`config.mk`:
```
export PLATFORM = sky130hd
export DESIGN_NAME = regfile_mp
export DESIGN_NICKNAME = d
export VERILOG_FILES = /design/src/rtl/regfile_mp.sv
export SDC_FILE = /design/constraint.sdc
export NUM_CORES = 2
export LEC_CHECK = 0
export CORE_AREA = 2 2 362 364
export DETAILED_ROUTE_END_ITERATION = 10
export DIE_AREA = 0 0 364 366
export PLACE_DENSITY_LB_ADDON = 0.2
export RECOVER_POWER = 50
export SLEW_MARGIN = 20
export SYNTH_ARGS = -nofsm -noshare
export SYNTH_HDL_FRONTEND = slang
export SYNTH_SLANG_ARGS = --single-unit
```
`constraint.sdc`:
```
create_clock -name clk -period 3.2 [get_ports clk]
set_input_delay 0.32 -clock clk [delete_from_list [all_inputs] [get_ports clk]]
set_output_delay 0.32 -clock clk [all_outputs]
set_load 0.03 [all_outputs]
```
`src/rtl/regfile_mp.sv`:
```
// Multi-port register file with W0/W1 write-back bypass, per-register
// in-flight producer counters, issue handshake and a registered display tap.
module regfile_mp #(
    parameter int DATA_W   = 32,
    parameter int ADDR_W   = 5,
    parameter int NRD      = 2,
    parameter int CNT_W    = 2,
    parameter int ARG_W    = 6,
    parameter int TAP_LO   = 12,
    parameter int TAP_HI   = 13,
    parameter int TAP_HI_W = 4
) (
    input  logic                       clk,
    input  logic                       rst,
    input  logic [ARG_W-1:0]           arguments,
    input  logic [NRD*ADDR_W-1:0]      rd_addr,
    output logic [NRD*DATA_W-1:0]      rd_data,
    output logic [NRD-1:0]             rd_busy,
    input  logic                       we0,
    input  logic [ADDR_W-1:0]          waddr0,
    input  logic [DATA_W-1:0]          wdata0,
    input  logic                       we1,
    input  logic [ADDR_W-1:0]          waddr1,
    input  logic [DATA_W-1:0]          wdata1,
    input  logic                       iss_valid,
    input  logic [ADDR_W-1:0]          iss_addr,
    output logic                       iss_ready,
    output logic                       err_underflow,
    output logic [DATA_W+TAP_HI_W-1:0] test_result
);

    localparam int DEPTH = 2**ADDR_W;
    localparam int SW    = CNT_W + 2;
    localparam logic [CNT_W-1:0] CMAX = '1;

    logic [DATA_W-1:0] mem     [DEPTH];
    logic [CNT_W-1:0]  cnt     [DEPTH];
    logic [CNT_W-1:0]  cnt_nxt [DEPTH];
    logic [1:0]        dec     [DEPTH];
    logic [SW-1:0]     sum     [DEPTH];
    logic              uf_any;
    logic              iss_fire;

    assign iss_ready = (iss_addr == '0) || (cnt[iss_addr] != CMAX);
    assign iss_fire  = iss_valid && iss_ready && (iss_addr != '0);

    // dec counts retiring producers; two writes to one register retire two
    always_comb begin
        for (int r = 0; r < DEPTH; r++) begin
            dec[r] = {1'b0, we0 && (waddr0 == ADDR_W'(r))}
                   + {1'b0, we1 && (waddr1 == ADDR_W'(r))};
        end
    end

    always_comb begin
        uf_any = 1'b0;
        for (int r = 0; r < DEPTH; r++) begin
            cnt_nxt[r] = '0;
            sum[r]     = {2'b00, cnt[r]}
                       + SW'(iss_fire && (iss_addr == ADDR_W'(r)));
            if (r != 0) begin
                if (SW'(dec[r]) > sum[r]) begin
                    uf_any = 1'b1;
                end else begin
                    cnt_nxt[r] = CNT_W'(sum[r] - SW'(dec[r]));
                end
            end
        end
    end

    for (genvar i = 0; i < NRD; i++) begin : g_rd
        logic [ADDR_W-1:0] ra;
        logic [DATA_W-1:0] rv;

        assign ra = rd_addr[i*ADDR_W +: ADDR_W];

        always_comb begin
            rv = mem[ra];
            if (we0 && (waddr0 == ra)) rv = wdata0;
            if (we1 && (waddr1 == ra)) rv = wdata1;
            if (ra == '0)              rv = '0;
        end

        assign rd_data[i*DATA_W +: DATA_W] = rv;
        assign rd_busy[i] = (ra != '0)
                         && ({2'b00, cnt[ra]} > SW'(dec[ra]));
    end

    always_ff @(posedge clk) begin
        if (!rst) begin
            for (int r = 0; r < DEPTH; r++) begin
                mem[r] <= '0;
                cnt[r] <= '0;
            end
            mem[1]        <= DATA_W'(arguments);
            err_underflow <= 1'b0;
            test_result   <= '0;
        end else begin
            for (int r = 1; r < DEPTH; r++) begin
                if (we1 && (waddr1 == ADDR_W'(r))) begin
                    mem[r] <= wdata1;
                end else if (we0 && (waddr0 == ADDR_W'(r))) begin
                    mem[r] <= wdata0;
                end
                cnt[r] <= cnt_nxt[r];
            end
            if (uf_any) err_underflow <= 1'b1;
            test_result <= {mem[TAP_HI][TAP_HI_W-1:0], mem[TAP_LO]};
        end
    end

endmodule

```
* Yosys cells after proc, flatten, opt, wreduce, memory -nomap -nowiden
Memory sizes are Yosys's and may differ from the RTL's. A register that Yosys moved wholly into a read port is not among the register bits.
Cells that the tools add are included.
** Storage, ports and cells
- Register bits :: 1
- Bits in latches :: 0
- Memory bits (writable) :: 1088
- ROM bits :: 0
- Input port bits :: 100
- Word-level logic and storage cells :: 827
- Memories kept :: 2
** Memories
- mem :: depth 32, bits a word 32, rd ports 4, clocked after Yosys merged registers in 2, write ports 32, RTL line 36 : logic [DATA_W-1:0] mem [DEPTH];
- cnt :: depth 32, bits a word 2, rd ports 34, clocked after Yosys merged registers in 0, write ports 32, RTL line 37 : logic [CNT_W-1:0] cnt [DEPTH];
** Operators by class
- Add/subtract/negate cells :: 94
- Multipliers :: 0
- Div/mod/pow operators :: 0
- Magnitude comparators :: 35
- Equality and inequality tests :: 98
- Shift operators :: 0
- Mux-type cells :: 387
- Bitwise gates (word level) :: 96
- Reductions and logical operators :: 114
** Operators by type and width (number)
- 32-bit 2-to-1 mux :: 69
- 1-bit 2-to-1 mux :: 250
- 5-bit equality test, second input constant :: 48
- 2-bit 2-to-1 mux :: 66
- 5-bit by 4-bit equality test with 1-bit output, second input constant :: 24
- 1-bit logical AND :: 103
- 1-bit OR :: 94
- 2-bit by 1-bit adder with 3-bit output :: 31
- 2-bit by 3-bit > comparator with 1-bit output :: 31
- 1-bit by 1-bit adder with 2-bit output :: 32
- 2-bit subtractor :: 31
- 5-bit by 3-bit equality test with 1-bit output, second input constant :: 12
- 5-bit by 2-bit equality test with 1-bit output, second input constant :: 6
- 5-bit logical NOT :: 5
- 2-bit binary-select mux with 5-bit select :: 2
- 5-bit equality test :: 4
- 5-bit by 1-bit equality test with 1-bit output, second input constant :: 3
- 5-bit nonzero test :: 3
- 6-bit greater-or-equal comparator, second input constant :: 2
- 5-bit NOT with 6-bit output :: 2
- 2-bit > comparator :: 2
- 1-bit logical NOT :: 2
- 2-bit != test, second input constant :: 1
- 1-bit logical OR :: 1

* Longest topological paths before layout
An unclocked memory read counts as a cell.
- Depth in word-level cells :: 39
- Gate-level depth with buffers :: 15

* Least setup slack after synthesis
No wires, ideal clock.
- Kind :: input port to output port
- Start :: input port waddr1[3]
- End :: output port rd_busy[1]
- Arrival time :: 3.407 ns
- Data required time :: 2.880 ns
- Slack :: -0.527 ns
- Cell stages on the path :: 10
- Buffers on the path :: 1
- Cells stage by stage :: buf_2 > inv_1 > nor3_1 > nand2_1 > ha_1 > mux4_2 > mux4_2 > mux2i_1 > ha_1 > a211oi_1
** On the way
- Cells in the longest elaborated chain, start to end :: 8
** Ends and longest elaborated chain
- start: declaration :: RTL line 23 : input logic [ADDR_W-1:0] waddr1,
- 5-bit equality test, or another cell as far along :: RTL line 51 : + {1'b0, we1 && (waddr1 == ADDR_W'(r))};
- 1-bit logical AND :: RTL line 51
- 1-bit by 1-bit adder with 2-bit output :: RTL line 51
- 2-bit binary-select mux with 5-bit select (*) :: RTL line 86 : && ({2'b00, cnt[ra]} > SW'(dec[ra]));
- 2-bit 2-to-1 mux (not written as such) (*) (2 in series) :: RTL line 86
- 2-bit > comparator (*) :: RTL line 86
- 1-bit logical AND (*) :: RTL line 86
- end: declaration :: RTL line 18 : output logic [NRD-1:0] rd_busy,
Mark *: on every way between the ends. The rest lies on a longest branch, timed or not. The select of a mux whose other input is x is not followed.

==> summary.md <==
| Metric | Value |
|---|---|
| Max Clock Skew | `43.8 ps` |
| Final layout net count | `7416` |
| Post-Synthesis Cells | `around 6600` |
| Num ports | `roughly 200` |
| Vias per cell | `between 7 and 8` |
| Synth Register Bits | `1091` |
| Status | `complete, but fails checks` |
| Setup ws final | `-566 ps` |
| GPL Wtd Cong | `around 0.99` |
| Fmax | `266 MHz` |
| Failing checks | `design-rule violations, max-capacitance violations, max-slew violations, negative setup slack` |
| Startpoint class of the critical path | `input port` |
| Placed inst area | `84300 um^2` |
| Area grow syn2layout | `22.6%` |
| Multi-input combinational cell area | `roughly 40000 um^2` |
| Utilization after layout | `between 60% and 70%` |
| Fillers | `between 9000 and 10000` |
| Worst skew pair latency | `a little under 800 ps` |
| Average routed wire per standard cell | `33.0 um` |
| First-pass detailed-route iteration total | `11` |
| Share of cells above drive strength 1 | `between 30% and 40%` |
| Synth warn | `0` |
| Die Ht | `approximately 370 um` |
| Distinct cells, synth | `58` |
| Reg clk slew, reported paths | `60 ps` |
| Dominant synthesized flop cell | `edfxtp_1` |
| CTS root buffer | `clkbuf_16` |
| Residual DRC | `1` |
| Max-Cap Viols | `1` |
| Post-synth ARST share | `0%` |
| WL final | `between 200 and 300 mm` |
| Hold_buf cts | `0` |
| EDFF count, synth | `slightly below 1000` |
| Most frequent cells in the layout | `1076 x nand2_1, 992 x edfxtp_1, 788 x buf_4` |
| I/O Buffers | `about 200` |
| TritonCTS clock tree | `yes` |
| RSZ-0062 raised after global routing | `true` |
| CP Capture Type | `flip-flop` |
| Final hold vios | `0` |
| First-pass GRT wire length | `around 420 mm` |
| Top cell type's share of synthesized area | `roughly two fifths` |
| Die width | `roughly 360 um` |
| Worst rel slew slack | `-106%` |
| Final setup fails | `just under 600` |
| Worst min-delay path category | `input port to flip-flop` |
| Final Max Tran Viols | `107` |
| Critical Path AT | `4280 ps` |
| Starting density of the core | `a little under three fifths` |
| CP Class | `input port to flip-flop` |
| P per Cell Area | `447 nW/um^2` |
| Global Route Usage Sum | `43.5%` |
| Worst-margin pin slew | `3090 ps` |
| Final Cycle Share | `118%` |
| Seq/Total Area, Yosys | `between 40 and 50%` |
| Mapped Nets | `between 6000 and 7000` |
| Max IR drop VDD | `between 0.0005 and 0.0006 V` |
| GRT overflow | `0` |
| Synth area leader | `edfxtp_1` |
| Pin count of the biggest net entering global routing | `approximately 210` |
| Synth area leaders | `edfxtp_1 41%, mux4_2 15%, mux2i_1 6.5%` |
| Most common cell after layout, fill and taps aside | `nand2_1` |
| Number of global-route vias before repair | `about 62000` |
| Antenna viol nets, final | `0` |
| Leakage | `between 0.03 and 0.04 uW` |
| # clock sinks | `about 1100` |
| Clock buffer count from CTS | `118` |
| Max H-tree Level | `3` |
| Sequential cell area | `31800 um^2` |
| DR iter-0 viols | `10800` |
| Final min period | `approximately 3800 ps` |
| Die ar. | `approximately 130000 um^2` |
| Post-route cell area | `between 80000 and 90000 um^2` |
| Mapped Area | `~73000 um^2` |
| Vias | `between 60000 and 70000` |
| Initial antenna violation count | `11` |
| Worst Path Max Fanout | `about 110` |
| Row count | `around 130` |
| Core area | `approximately 130000 um^2` |
| Crit path required time | `around 3700 ps` |
| Synthesized area per cell | `about 11 um^2` |
| HPWL after DPL | `between 150 and 200 mm` |
| CTS max path bufs | `3` |
-- cell families after synthesis --
family	share of synthesized area, %
AOI/OAI and AO/OA	9.41
DFF	43.4
buffers and inverters	5.24
and+or+nand+nor	13.6
xor gates and xnor gates	0.610
adders and majority gates	3.79
muxes	24.0
-- cells in the mapped netlist, types with 14 or more instances --
master,number
a211o_1,28
a211oi_1,83
a21boi_0,27
a21oi_1,513
a221o_1,29
a221oi_1,35
a22o_1,36
a22oi_1,32
a31oi_1,21
a32oi_1,31
and2_1,102
and3b_1,15
buf_1,41
buf_2,104
buf_4,30
clkbuf_1,625
dfxtp_1,99
edfxtp_1,992
ha_1,222
inv_1,129
mux2_2,151
mux2i_1,477
mux4_2,492
nand2_1,1093
nand3_1,18
nand3b_1,49
nand4_1,15
nor2_1,197
nor2b_1,513
nor3_1,24
o21ai_0,49
o21ai_1,15
o221ai_1,17
o22ai_1,107
o31ai_1,30
o32ai_1,32
or2_2,14
or4_1,18
xnor2_1,16
xor2_1,35
-- critical path, cell delays in order --
cell	delay, ps
clkbuf_2	2070
nand2_1	1260
buf_12	480
-- path summary, 6_finish.rpt --
path	depth (start not counted)	from	endpoint	slack (ps)
max	3	rst	mem[3][2]	-570
min	3	arguments[4]	mem[1][4]	240
max reg2reg	15	cnt[13][1]	err_underflow	-110
min reg2reg	1	mem[12][1]	test_result[1]	500
-- layer usage --
metal / routed length, um / part of all wire (%) / up-vias / track usage (%)
met5: 190 / 0.064 / - / 0
met4: 18200 / 6.2 / 12 / 21.9
met3: 55000 / 19 / 1370 / 19.6
met2: 123000 / 42 / 5802 / 62.1
met1: 98500 / 33 / 30600 / 56.0
li1: - / - / 25300 / -
-- repair_timing --
item | 4_1_cts | 5_1_grt
setup buffers | 26 | 21
setup endpoints to repair | 63 | 64
gates cloned | 2 | 2
pin swaps | 34 | 49
resized for setup | 189 | 149
-- state kept, by name, summed over array words and instances (netlist names) --
register	count
mem	992
cnt	62
test_result	36
err_underflow	1
-- power breakdown --
part           switching, uW  internal, uW  total [uW]
logic                   4750          3800        8550
clock network           6180          8230       14400
registers                518         16700       17200
total                  11400         28700       40100
-- final cells by class --
| cell class | instances | area share, % |
|---|---|---|
| Sequential cell | 1091 | 35.4 |
| Timing Repair Buffer | 1181 | 13.2 |
| Tap cell | 1742 | 2.43 |
| Clock buffer | 152 | 3.56 |
| Antenna cell | 6 | 0.0167 |
| Inverter | 129 | 0.544 |
| Multi-Input combinational cell | 4573 | 43.9 |
| Clock inverter | 66 | 0.882 |
-- per-stage QoR --
stage               hold WS, ps  power, uW  worst slack, ps  instances  setup TNS, ps
global placement            472      25200             -928       8668         -39680
floorplan                   461      21500            -21.8       6603          -40.7
detailed placement          485      25400             -979       8668         -45110
CTS                         143      39600             -455       8913          -1450
global route                261      40800             -480       8936         -74160
finish                      240      40100             -566       8940        -105650
No activity file was read; power rests on OpenSTA's default activity.
